`src/rtl/seq_mantissa_multiplier_pkg.sv`:
```
// rtl/seq_mantissa_multiplier_pkg.sv - shared states, rounding modes and size helpers
package mant_mul_pkg;

   typedef logic [1:0] state_t;

   localparam state_t ST_IDLE  = 2'd0;
   localparam state_t ST_MUL   = 2'd1;
   localparam state_t ST_ROUND = 2'd2;
   localparam state_t ST_DONE  = 2'd3;

   localparam logic RND_TRUNC = 1'b0;
   localparam logic RND_RNE   = 1'b1;

   function automatic int iter_count(input int mant_width, input int bits_per_cycle);
      return (mant_width + 1) / bits_per_cycle;
   endfunction

   function automatic int prod_width(input int mant_width);
      return 2 * mant_width + 2;
   endfunction

endpackage

```
`src/rtl/seq_mantissa_multiplier_if.sv`:
```
// rtl/seq_mantissa_multiplier_if.sv - operand/result handshake bundle of the mantissa multiplier
interface seq_mantissa_multiplier_if #(
   parameter int MANT_WIDTH = 23
);
   logic                  in_valid;
   logic                  in_ready;
   logic [MANT_WIDTH-1:0] in0;
   logic [MANT_WIDTH-1:0] in1;
   logic                  in0_zero;
   logic                  in1_zero;
   logic                  rnd_mode;
   logic                  out_valid;
   logic                  out_ready;
   logic [MANT_WIDTH-1:0] out;
   logic [1:0]            exp_inc;
   logic                  out_zero;

   modport master (
      output in_valid, in0, in1, in0_zero, in1_zero, rnd_mode, out_ready,
      input  in_ready, out_valid, out, exp_inc, out_zero
   );

   modport slave (
      input  in_valid, in0, in1, in0_zero, in1_zero, rnd_mode, out_ready,
      output in_ready, out_valid, out, exp_inc, out_zero
   );
endinterface

```
`src/rtl/seq_mantissa_multiplier_round.sv`:
```
// rtl/seq_mantissa_multiplier_round.sv - combinational normalise and round of a significand product
module mant_round_unit
   import mant_mul_pkg::*;
#(
   parameter int MANT_WIDTH = 23
) (
   input  logic [2*MANT_WIDTH+1:0] prod,
   input  logic                    rnd_mode,
   output logic [MANT_WIDTH-1:0]   frac,
   output logic [1:0]              exp_inc
);
   localparam int W = MANT_WIDTH;

   logic         norm;
   logic         guard;
   logic         sticky;
   logic         round_up;
   logic [W-1:0] frac_raw;
   logic [W:0]   frac_sum;

   always_comb begin
      norm = prod[2*W+1];
      if (norm) begin
         frac_raw = prod[2*W:W+1];
         guard    = prod[W];
         sticky   = |prod[W-1:0];
      end else begin
         frac_raw = prod[2*W-1:W];
         guard    = prod[W-1];
         sticky   = |prod[W-2:0];
      end
      round_up = (rnd_mode == RND_RNE) && guard && (sticky || frac_raw[0]);
      // A carry out of the fraction leaves it all-zero and bumps the exponent once more
      frac_sum = {1'b0, frac_raw} + {{W{1'b0}}, round_up};
      frac     = frac_sum[W-1:0];
      exp_inc  = {1'b0, norm} + {1'b0, frac_sum[W]};
   end
endmodule

```
`src/rtl/seq_mantissa_multiplier.sv`:
```
// rtl/seq_mantissa_multiplier.sv - multi-cycle shift-add significand multiplier with normalise/round
module seq_mantissa_multiplier
   import mant_mul_pkg::*;
#(
   parameter int MANT_WIDTH     = 23,
   parameter int BITS_PER_CYCLE = 1
) (
   input logic                    clk,
   input logic                    rst_n,
   seq_mantissa_multiplier_if.slave bus
);
   localparam int W    = MANT_WIDTH;
   localparam int SW   = W + 1;
   localparam int BPC  = BITS_PER_CYCLE;
   localparam int PW   = prod_width(W);
   localparam int ITER = iter_count(W, BPC);
   localparam int CW   = $clog2(ITER + 1);
   localparam logic [CW-1:0] LAST = CW'(ITER - 1);

   generate
      if (SW % BPC != 0) begin : g_bad_bpc
         $error("BITS_PER_CYCLE must divide MANT_WIDTH+1");
      end
   endgenerate

   state_t          state;
   logic [PW-1:0]   acc;
   logic [CW-1:0]   cnt;
   logic [SW-1:0]   mcand;
   logic            rnd_q;
   logic [W-1:0]    out_q;
   logic [1:0]      exp_inc_q;
   logic            zero_q;
   logic [W-1:0]    rnd_frac;
   logic [1:0]      rnd_exp_inc;
   logic [SW+BPC-1:0] partial;
   logic [PW-1:0]   acc_next;

   mant_round_unit #(.MANT_WIDTH(W)) u_round (
      .prod    (acc),
      .rnd_mode(rnd_q),
      .frac    (rnd_frac),
      .exp_inc (rnd_exp_inc)
   );

   // Upper half gathers partial products; the multiplier drains out of the lower half
   always_comb begin
      partial  = {{BPC{1'b0}}, acc[PW-1:SW]}
               + ({{BPC{1'b0}}, mcand} * {{SW{1'b0}}, acc[BPC-1:0]});
      acc_next = {partial, acc[SW-1:BPC]};
   end

   always_ff @(posedge clk or negedge rst_n) begin
      if (!rst_n) begin
         state     <= ST_IDLE;
         acc       <= '0;
         cnt       <= '0;
         mcand     <= '0;
         rnd_q     <= RND_TRUNC;
         out_q     <= '0;
         exp_inc_q <= '0;
         zero_q    <= 1'b0;
      end else begin
         case (state)
            ST_IDLE: begin
               if (bus.in_valid) begin
                  mcand <= {1'b1, bus.in0};
                  rnd_q <= bus.rnd_mode;
                  cnt   <= '0;
                  if (bus.in0_zero || bus.in1_zero) begin
                     out_q     <= '0;
                     exp_inc_q <= '0;
                     zero_q    <= 1'b1;
                     state     <= ST_DONE;
                  end else begin
                     acc   <= {{SW{1'b0}}, 1'b1, bus.in1};
                     state <= ST_MUL;
                  end
               end
            end
            ST_MUL: begin
               acc <= acc_next;
               cnt <= cnt + CW'(1);
               if (cnt == LAST) state <= ST_ROUND;
            end
            ST_ROUND: begin
               out_q     <= rnd_frac;
               exp_inc_q <= rnd_exp_inc;
               zero_q    <= 1'b0;
               state     <= ST_DONE;
            end
            ST_DONE: begin
               if (bus.out_ready) state <= ST_IDLE;
            end
            default: state <= ST_IDLE;
         endcase
      end
   end

   assign bus.in_ready  = (state == ST_IDLE);
   assign bus.out_valid = (state == ST_DONE);
   assign bus.out       = out_q;
   assign bus.exp_inc   = exp_inc_q;
   assign bus.out_zero  = zero_q;
endmodule

```
`src/flat_wrapper.sv`:
```
// flat-port wrapper written by rule: the top's interface ports become plain ports
module seq_mantissa_multiplier_flat import mant_mul_pkg::*;
#(
   parameter int MANT_WIDTH     = 23,
   parameter int BITS_PER_CYCLE = 1
)
  (clk, rst_n, bus_in_valid, bus_in0, bus_in1, bus_in0_zero, bus_in1_zero, bus_rnd_mode, bus_out_ready, bus_in_ready, bus_out_valid, bus_out, bus_exp_inc, bus_out_zero);
  seq_mantissa_multiplier_if #(.MANT_WIDTH(MANT_WIDTH)) bus_i ();
  input logic clk;
  input logic rst_n;
  input wire logic [$bits(bus_i.in_valid)-1:0] bus_in_valid;
  input wire logic [$bits(bus_i.in0)-1:0] bus_in0;
  input wire logic [$bits(bus_i.in1)-1:0] bus_in1;
  input wire logic [$bits(bus_i.in0_zero)-1:0] bus_in0_zero;
  input wire logic [$bits(bus_i.in1_zero)-1:0] bus_in1_zero;
  input wire logic [$bits(bus_i.rnd_mode)-1:0] bus_rnd_mode;
  input wire logic [$bits(bus_i.out_ready)-1:0] bus_out_ready;
  output wire logic [$bits(bus_i.in_ready)-1:0] bus_in_ready;
  output wire logic [$bits(bus_i.out_valid)-1:0] bus_out_valid;
  output wire logic [$bits(bus_i.out)-1:0] bus_out;
  output wire logic [$bits(bus_i.exp_inc)-1:0] bus_exp_inc;
  output wire logic [$bits(bus_i.out_zero)-1:0] bus_out_zero;
  assign bus_i.in_valid = bus_in_valid;
  assign bus_i.in0 = bus_in0;
  assign bus_i.in1 = bus_in1;
  assign bus_i.in0_zero = bus_in0_zero;
  assign bus_i.in1_zero = bus_in1_zero;
  assign bus_i.rnd_mode = bus_rnd_mode;
  assign bus_i.out_ready = bus_out_ready;
  assign bus_in_ready = bus_i.in_ready;
  assign bus_out_valid = bus_i.out_valid;
  assign bus_out = bus_i.out;
  assign bus_exp_inc = bus_i.exp_inc;
  assign bus_out_zero = bus_i.out_zero;
  seq_mantissa_multiplier #(.MANT_WIDTH(MANT_WIDTH), .BITS_PER_CYCLE(BITS_PER_CYCLE)) u_core (.clk(clk), .rst_n(rst_n), .bus(bus_i));
endmodule
```
`config.mk`:
```
export PLATFORM = sky130hd
export DESIGN_NAME = seq_mantissa_multiplier_flat
export DESIGN_NICKNAME = d
export VERILOG_FILES = /design/src/rtl/seq_mantissa_multiplier_pkg.sv /design/src/rtl/seq_mantissa_multiplier_if.sv /design/src/rtl/seq_mantissa_multiplier_round.sv /design/src/rtl/seq_mantissa_multiplier.sv /design/src/flat_wrapper.sv
export SDC_FILE = /design/constraint.sdc
export NUM_CORES = 1
export LEC_CHECK = 0
export BUFFER_PORTS_ARGS = -buffer_cell sky130_fd_sc_hd__buf_2
export CORE_ASPECT_RATIO = 2
export CORE_MARGIN = 10
export CORE_UTILIZATION = 50
export CTS_BUF_LIST = sky130_fd_sc_hd__clkbuf_8
export DETAILED_ROUTE_END_ITERATION = 8
export PLACE_DENSITY = 0.7
export SLEW_MARGIN = 20
export SYNTH_ARGS = -nofsm -noshare
export SYNTH_HDL_FRONTEND = slang
export SYNTH_SLANG_ARGS = --single-unit
```
`constraint.sdc`:
```
create_clock -name clk -period 3.44 [get_ports clk]
set_input_delay 0.86 -clock clk [delete_from_list [all_inputs] [get_ports clk]]
set_output_delay 0.86 -clock clk [all_outputs]
set_load 0.03 [all_outputs]
```
==> results of run 1 <==
## metal layers
metal | vias to the layer above | part of all wire, % | GRT usage, %
li1 | 2741 | - | -
met1 | 2668 | 38 | 19.5
met2 | 142 | 55 | 34.7
met3 | 33 | 3.9 | 2.79
met4 | 0 | 2.7 | 7.71
met5 | - | 0 | 0
## worst max-delay path: stages (launching register included)
cell and delay [ns]:
dfrtp_1 0.54, buf_4 0.35, nand2_1 0.09, nand2_1 0.08, ha_1 0.20, nand3_1 0.13, a21oi_1 0.47, nand3_1 0.29
nor2_2 0.23, a21oi_1 0.08, nand4b_1 0.17, a32o_1 0.26
## layout by cell type, fill, tap and decap left out, types with 6 or more instances in the layout
cell	count
nand2_1	113
dfrtp_1	106
o21ai_0	80
buf_2	79
mux2i_1	34
a21oi_1	33
nor2_1	31
ha_1	30
and2_1	29
mux2_2	26
xor2_1	24
nand3_1	21
inv_1	20
xnor2_1	13
buf_4	11
nand4_1	10
clkbuf_8	10
nand2b_1	8
a22o_1	8
a21o_1	8
nor4_1	7
o31ai_1	6
## cells by family (layout without fill, tap and decap cells)
group | Yosys count | after routing | synth area share, %
flops | 106 | 106 | 39.8
fa+ha+maj | 32 | 32 | 6.12
xor+xnor | 37 | 37 | 4.86
buf+inv | 62 | 126 | 3.56
compound gates | 193 | 193 | 18.7
mux | 61 | 61 | 9.64
simple gates | 243 | 243 | 17.3
## per-stage QoR
step           instances  total power, mW  hold slack, ns  instance area [um^2]
6_report             950             6.35           0.467                  7410
5_1_grt              950             6.88           0.509                  7410
4_1_cts              950             6.39           0.472                  7410
3_5_place_dp         935             5.61           0.451                  7210
3_3_place_gp         935             5.49           0.447                  7210
2_1_floorplan        734             4.65           0.426                  6670
## flip-flops by register name, indices dropped and copies added, names as in the netlist
signal and flops:
u_core.acc 48, u_core.mcand 24, u_core.bus.out 23, u_core.cnt 5, u_core.bus.exp_inc 2, u_core.state 2
u_core.bus.out_zero 1, u_core.rnd_q 1
## layout make-up
class / instances / area share [%]
clock inverter: 5 / 0.743
tap: 152 / 2.57
clock buffer: 10 / 1.86
timing repair buffer: 91 / 6.72
inverter: 20 / 1.01
sequential: 106 / 35.8
multi-input combinational: 566 / 51.3
## worst paths after layout
path | slack, ns | startpoint | depth (start not counted) | to
max | 0.43 | u_core.acc[47]$_DFFE_PN0P_ | 11 | u_core.bus.out[22]$_DFFE_PN0P_
min | 0.47 | u_core.mcand[23]$_DFFE_PN0P_ | 1 | u_core.mcand[23]$_DFFE_PN0P_
max reg2reg | 0.43 | u_core.acc[47]$_DFFE_PN0P_ | 11 | u_core.bus.out[22]$_DFFE_PN0P_
min reg2reg | 0.47 | u_core.mcand[23]$_DFFE_PN0P_ | 1 | u_core.mcand[23]$_DFFE_PN0P_
max in group asynchronous | 1.98 | rst_n | 2 | u_core.acc[12]$_DFFE_PN0P_
min in group asynchronous | 0.62 | rst_n | 1 | u_core.bus.out[6]$_DFFE_PN0P_
## power breakdown
part | internal [mW] | switching, mW | total (mW)
combinational | 1.33 | 1.98 | 3.31
clock | 0.352 | 0.432 | 0.784
sequential | 1.77 | 0.492 | 2.26
total | 3.45 | 2.91 | 6.35
==> metrics, run 1 <==
Ys Warns 0; largest area contributor in the netlist dfrtp_1; asr flop ratio synth between 90% and 100%; actual slew at the worst max-slew pin about 0.95 ns; initial drt markers 222; Root Buffer clkbuf_8; Total Die Area approximately 19000 um^2; Die X between 100 and 150 um; ranking of synthesized cells by area dfrtp_1 (40%), nand2_1 (6.4%), o21ai_0 (6.0%); Max Cap Viol 0; CTS tree yes; IO Pins 81; Diodes inserted 0; Gate Count Post-Synth approximately 730; maximum vdd drop 331 uV; Synth-to-Final Area Change 11.0%; PwrDens roughly 860 nW/um^2; setup_tns 0 ns; RSZ-0062 raised after global routing no; total track usage a little under a fifth; register area share after synthesis about two fifths; CTS Hold Buffers Added 0; synthesized flop and latch total 106; FILL cells approximately 1200; final WL 17000 um; Netlist Area Pre-Place 6670 um^2; top-area cell type share of the netlist area between 30% and 40%; Setup Skew about 0.013 ns; crit-path max FO 23; fin. max-slew vios 0; Commonest cells post-synth nand2_1 (113), dfrtp_1 (106), o21ai_0 (80); worst setup margin between 0.4 and 0.5 ns; final hold violations 0; nets around 880; Vias ~5600; Starting Density approximately 51%; Leak Pwr about 3.3 nW; status completed; final core occ 56.7%; DR pass1 iterations 6; dpl ws a little over 0.5 ns; Reg clk slew, reported paths 0.10 ns; CTS HTree Levels 3; WP data required roughly 3.7 ns; GPL Wtd Cong roughly 0.89; Post-DP HPWL between 10000 and 15000 um; initial antenna violation count 0; Yosys cell types 64; Final setup viols 0; clock buffer depth 2; num rows about 60; fin crit period roughly 3 ns; later-pin clock latency in the skew report 0.38 ns; Max-slew headroom 36.3%; Syn Nets approximately 820; Hold Path Class flip-flop to flip-flop; DRT antenna net count 0; Worst setup SP type flip-flop; number of synthesized flops with an enable pin 0; first-pass GRT wire length ~28000 um; share of layout cells above drive strength 1 around 18%; Max Clk Rate 333 MHz; FF+latch area approximately 2700 um^2; critical path class flip-flop to flip-flop; count leader, synth nand2_1; CP Capture Type flip-flop; CTS resizes 0; clock sink count 106; area of the multi-input gates 3800 um^2; Vias/cell 5.88; vias in the first global route 5708; syn avg cell area 9.09 um^2; # DRC 0; WL/cell around 18 um; # port buffers 80; GRT overflow 0; Post-CTS Setup Bufs 0; Critical Path AT around 3.3 ns; pin count of the biggest net entering global routing between 70 and 80; Synth Flop Type dfrtp_1; Die H around 180 um; Core Region approximately 13000 um^2; Tcrit/Tclk final slightly below 90%; TritonCTS Buffers 9
No activity file was read; power rests on OpenSTA's default activity.
==> run 2, diff against run 1 <==
Clock period 3.44 ns to 3.7 ns, I/O delays scaled along.
==> run 2 against run 1 <==
Compared with the run above: core utilization about the same; cell count up 0.11%; clock power down 6.3%; hold slack better by 0.014 ns; largest cell class unchanged; highest routed layer unchanged.
==> metrics, run 2 (synthesis gave the netlist of run 1 again) <==
commonest non-fill, non-tap cell in the layout nand2_1; Worst setup endpoint u_core.bus.out[22]$_DFFE_PN0P_; sw power roughly 2.7 mW; Leak Pwr 3.35 nW; actual slew at the worst max-slew pin roughly 0.86 ns; Vias between 5000 and 6000; Pint approximately 3.2 mW; total track usage 18.4%; RSZ-0062 raised after global routing no; FF+latch area 2650 um^2; clock sink count between 100 and 150; power after layout 5.90 mW; later-pin clock latency in the skew report 0.38 ns; fin. max-slew vios 0; pin count of the biggest net entering global routing ~70; # DRC 0; Core Region roughly 13000 um^2; max incr delay on CP around 0.56 ns; TritonCTS Buffers 9; Setup Skew 0.0114 ns; WP data required between 3 and 4 ns; nets 879; final hold violations 0; Tcrit/Tclk final 80.2%; Crit-path slowest cell dfrtp_1; # port buffers 80; Switching Fraction between 40% and 50%; WL/cell between 15 and 20 um; FILL cells about 1200; Vias/cell roughly 6; Reg power frac between 30% and 40%; crit path from u_core.acc[47]$_DFFE_PN0P_; Root Buffer clkbuf_8; WHS about 0.48 ns; Reg clk slew, reported paths ~0.10 ns; hold-critical path depth 2; setup_tns 0 ns; final WL between 15000 and 20000 um; Reg2Reg Capture Point u_core.bus.out[22]$_DFFE_PN0P_; area of the multi-input gates about 3800 um^2; num rows 59; initial antenna violation count 0; clock network power share between 10% and 20%; Total Die Area ~19000 um^2; DR pass1 iterations 4; logic gate share of total power 51.8%; worst path cell trace buf_4 -> nand2_1 -> nand2_1 -> ha_1 -> nand3_1 -> a21oi_1 -> nand3_1 -> nor2_2 -> a21oi_1 -> nand4b_1 -> a32o_1; GPL Wtd Cong ~0.93; PwrDens roughly 800 nW/um^2; Max Clk Rate between 300 and 400 MHz; CTS Hold Buffers Added 0; Post-CTS Setup Bufs 0; largest register by flop count u_core.acc; GRT overflow 0; CTS HTree Levels 3; Reg2Reg Depth 11; fin crit period a little under 3 ns; vias in the first global route 5782; maximum vdd drop around 430 uV; reg2reg setup slack about 0.73 ns; Synth-to-Final Area Change 11.1%; status completed; crit-path max FO 19; initial drt markers about 200; Max Cap Viol 0; Post-DP HPWL ~13000 um; first-pass GRT wire length ~28000 um; share of layout cells above drive strength 1 17.9%; Starting Density about half; DRT antenna net count 0; clock buffer depth 2; Hold Path Class flip-flop to flip-flop; CP Capture Type flip-flop; Max-slew headroom 43.0%; IO Pins 81; Final setup viols 0; worst reg2reg startpoint u_core.acc[47]$_DFFE_PN0P_; Worst setup SP type flip-flop; critical path class flip-flop to flip-flop; most frequent cells in the layout nand2_1 (113), dfrtp_1 (106), o21ai_0 (80); Critical Path AT around 3.2 ns; Die X just over 100 um; Largest register FFs 48; Diodes inserted 0; CTS tree yes; CTS resizes 0; Die H 183 um
run 2: layout make-up:
type / count / area share, %
clock buffers: 10 / 1.86
clock inverters: 6 / 0.777
flip-flops and latches: 106 / 35.8
well taps: 152 / 2.57
multi-input cells: 566 / 51.3
repair buffers: 91 / 6.72
inverters: 20 / 1.01
run 2: how the worst min path moves through the flow:
stage	startpoint	end	slack [ns]
after detailed placement	u_core.mcand[23]$_DFFE_PN0P_	u_core.mcand[23]$_DFFE_PN0P_	0.45
final	u_core.bus.out[3]$_DFFE_PN0P_	u_core.bus.out[3]$_DFFE_PN0P_	0.48
after CTS	u_core.mcand[23]$_DFFE_PN0P_	u_core.mcand[23]$_DFFE_PN0P_	0.48
after global placement	u_core.mcand[23]$_DFFE_PN0P_	u_core.mcand[23]$_DFFE_PN0P_	0.45
after global routing	u_core.bus.out[13]$_DFFE_PN0P_	u_core.bus.out[13]$_DFFE_PN0P_	0.51
after floorplan	u_core.mcand[23]$_DFFE_PN0P_	u_core.mcand[23]$_DFFE_PN0P_	0.43
run 2: stage by stage:
stage / instances / utilization (%) / instance area (um^2) / setup WS (ns)
floorplan: 734 / - / 6670 / 0.804
global placement: 935 / 55.2 / 7210 / 0.878
detailed placement: 935 / 55.2 / 7210 / 0.758
CTS: 951 / 56.7 / 7410 / 0.749
global route: 951 / 56.7 / 7410 / 0.410
finish: 951 / 56.7 / 7410 / 0.731
run 2: per-layer routing:
| metal | wire (um) | vias to the layer above | GRT usage (%) |
|---|---|---|---|
| li1 | - | 2730 | - |
| met1 | 6540 | 2676 | 19.4 |
| met2 | 9190 | 122 | 34.6 |
| met3 | 578 | 30 | 2.52 |
| met4 | 450 | 0 | 7.89 |
| met5 | 0 | - | 0 |
run 2: worst max-delay path, delay by kind of cell (launching register included):
family | cells | cell delay, ns
AO/OA/AOI/OAI | 3 | 0.82
adder cells (fa/ha/maj) | 1 | 0.21
buffers and inverters | 1 | 0.31
flip-flops | 1 | 0.56
AND/OR/NAND/NOR | 6 | 0.99
run 2: power by group through the flow:
| stage | combinational (mW) | clock [mW] | sequential, mW |
|---|---|---|---|
| after detailed placement | 3.07 | 0 | 2.13 |
| after global routing | 3.43 | 0.791 | 2.18 |
| after floorplan | 2.17 | 0 | 2.15 |
| final | 3.05 | 0.735 | 2.11 |
| after global placement | 2.99 | 0 | 2.11 |
| after CTS | 3.08 | 0.753 | 2.11 |
==> run 3, diff against run 2 <==
Settings changed: ABC_AREA from default to 1.
Clock period 3.7 ns to 2.9 ns, I/O delays scaled along.
==> run 3 against run 2 <==
Compared with the run above: first-iteration DRC count up 58%; count of clock-buffer cells in the layout did not move; critical path type unchanged; highest routed layer unchanged; cell count rose by 46%; sequential share of layout area fell by 3.3 points; hold slack got worse by 0.15 ns.
==> metrics, run 3 <==
status completed; register area share after synthesis roughly 36%; number of synthesized flops with an enable pin 0; initial antenna violation count 0; CTS resizes 0; Reg clk slew, reported paths about 0.1 ns; Buf/Inv on CP 2; num rows between 60 and 70; non-filler instance count after layout around 1400; CTS Hold Buffers Added 0; clock sink count around 110; Max Clk Rate ~420 MHz; Tcrit/Tclk final 82.2%; Leak Pwr between 4 and 5 nW; worst path cell trace buf_4 -> nand2_1 -> inv_1 -> ha_1 -> nand2_1 -> nor2_1 -> nand2_1 -> a31oi_1 -> o21ai_0 -> nand2_1 -> o21ai_1; fin crit period 2.38 ns; GPL Wtd Cong ~1; area of the multi-input gates around 4000 um^2; clock buffer depth 2; Critical Path AT 2.67 ns; Max-slew headroom between 60 and 70%; Vias between 7000 and 8000; later-pin clock latency in the skew report around 0.4 ns; Hold Path Class primary input to asynchronous set/reset pin; # DRC 0; syn avg cell area between 6 and 7 um^2; Total Die Area slightly above 20000 um^2; PwrDens around 820 nW/um^2; TritonCTS Buffers 9; Setup Skew roughly 0.010 ns; Commonest cells post-synth nand2_1 (428), inv_1 (159), dfrtp_1 (106); top-area cell type share of the netlist area 35.9%; largest area contributor in the netlist dfrtp_1; Post-DP Area 7970 um^2; IO Pins 81; # port buffers 80; first-pass GRT wire length between 30000 and 40000 um; FILL cells 1551; Die H about 190 um; asr flop ratio synth 100%; Final setup viols 0; Die X 106 um; DR pass1 iterations 5; Crit-path slowest cell dfrtp_1; WL/cell between 10 and 15 um; final WL around 21000 um; CP Capture Type flip-flop; FF+latch area about 2700 um^2; Post-CTS Setup Bufs 0; Root Buffer clkbuf_8; vias in the first global route slightly above 7000; GRT overflow 0; share of layout cells above drive strength 1 approximately an eighth; largest register by flop count u_core.acc; Post-DP HPWL around 17000 um; setup_tns 0 ns; synthesized flop and latch total 106; count leader, synth nand2_1; fin area just over 8000 um^2; ranking of synthesized cells by area dfrtp_1 (36%), nand2_1 (22%), inv_1 (8.1%); Netlist Area Pre-Place 7380 um^2; Gate Count Post-Synth 1118; critical path class flip-flop to flip-flop; crit-path max FO 21; Syn Nets about 1200; dpl ws approximately 0.55 ns; Starting Density roughly half; pin count of the biggest net entering global routing between 50 and 60; WP data required approximately 3.2 ns; cell family with most CP delay simple AND/OR/NAND/NOR gates; Largest register FFs 48; Ys Warns 0; fin. max-slew vios 0; total track usage 20.7%; most frequent cells in the layout nand2_1 (428), inv_1 (160), dfrtp_1 (106); DRT antenna net count 0; Max Cap Viol 0; Synth-to-Final Area Change 10.7%; max incr delay on CP around 0.43 ns; power after layout between 6 and 7 mW; RSZ-0062 raised after global routing no; Core Region ~14000 um^2; final hold violations 0; CTS HTree Levels 3; initial drt markers approximately 320; worst setup margin around 0.52 ns; Synth Flop Type dfrtp_1; Yosys cell types 39; Worst setup SP type flip-flop; maximum vdd drop 707 uV; CTS tree yes; commonest non-fill, non-tap cell in the layout nand2_1; Diodes inserted 0; actual slew at the worst max-slew pin 0.596 ns; placed insts ~1400; nets between 1000 and 1500; Worst path most repeated cell nand2_1; Vias/cell roughly 5.1
==> run 3: cell types whose count changed after synthesis, moves of 20 or more <==
cell / before / now
and2_1: 29 / 1
inv_1: 19 / 159
mux2_2: 26 / 0
mux2i_1: 35 / 0
nand2_1: 113 / 428
nand3_1: 21 / 43
nor2_1: 31 / 91
o21ai_0: 80 / 60
xor2_1: 24 / 2
==> run 3: cell families after synthesis <==
family | synth area share [%]
XOR/XNOR | 0.237
AND/OR/NAND/NOR | 35.3
adder cells (fa/ha/maj) | 5.53
AO/OA/AOI/OAI | 12.4
flip-flops | 35.9
buffers and inverters | 10.7
==> run 3: per-layer routing <==
layer	part of all wire [%]	global-route usage, %	wire length (um)
met1	35	18.7	7220
met2	55	39.9	11400
met3	3.5	3.29	720
met4	6.8	15.1	1400
met5	0	0	0
==> run 3: path summary, 6_finish.rpt <==
check / start / to / cells after the start / slack [ns]
max in group asynchronous: rst_n / u_core.acc[45]$_DFFE_PN0P_ / 2 / 1.90
min: rst_n / u_core.rnd_q$_DFFE_PN0P_ / 1 / 0.33
max reg2reg: u_core.acc[0]$_DFFE_PN0P_ / u_core.acc[37]$_DFFE_PN0P_ / 11 / 0.52
min reg2reg: u_core.bus.out[18]$_DFFE_PN0P_ / u_core.bus.out[18]$_DFFE_PN0P_ / 2 / 0.48
max: u_core.acc[0]$_DFFE_PN0P_ / u_core.acc[37]$_DFFE_PN0P_ / 11 / 0.52
min in group clk: u_core.bus.out[18]$_DFFE_PN0P_ / u_core.bus.out[18]$_DFFE_PN0P_ / 2 / 0.48
==> run 3: cell type report <==
| type | instances | area share, % |
|---|---|---|
| Timing Repair Buffer | 93 | 6.28 |
| Clock buffer | 10 | 1.68 |
| Multi-Input combinational cell | 815 | 48.3 |
| Inverter | 165 | 7.58 |
| Sequential cell | 106 | 32.5 |
| Tap cell | 192 | 2.94 |
| Clock inverter | 6 | 0.796 |
==> run 3: stage by stage <==
step                utilization, %  hold slack (ns)
finish                        56.6            0.333
global route                  56.6            0.366
CTS                           56.6            0.335
detailed placement            55.2            0.461
global placement              55.2            0.452
floorplan                        -            0.429
==> run 3: power by group <==
group | switching, mW | internal [mW] | total (mW)
clock network | 0.528 | 0.425 | 0.952
logic | 2.35 | 1.04 | 3.40
registers | 0.328 | 2.04 | 2.37
total | 3.21 | 3.51 | 6.72
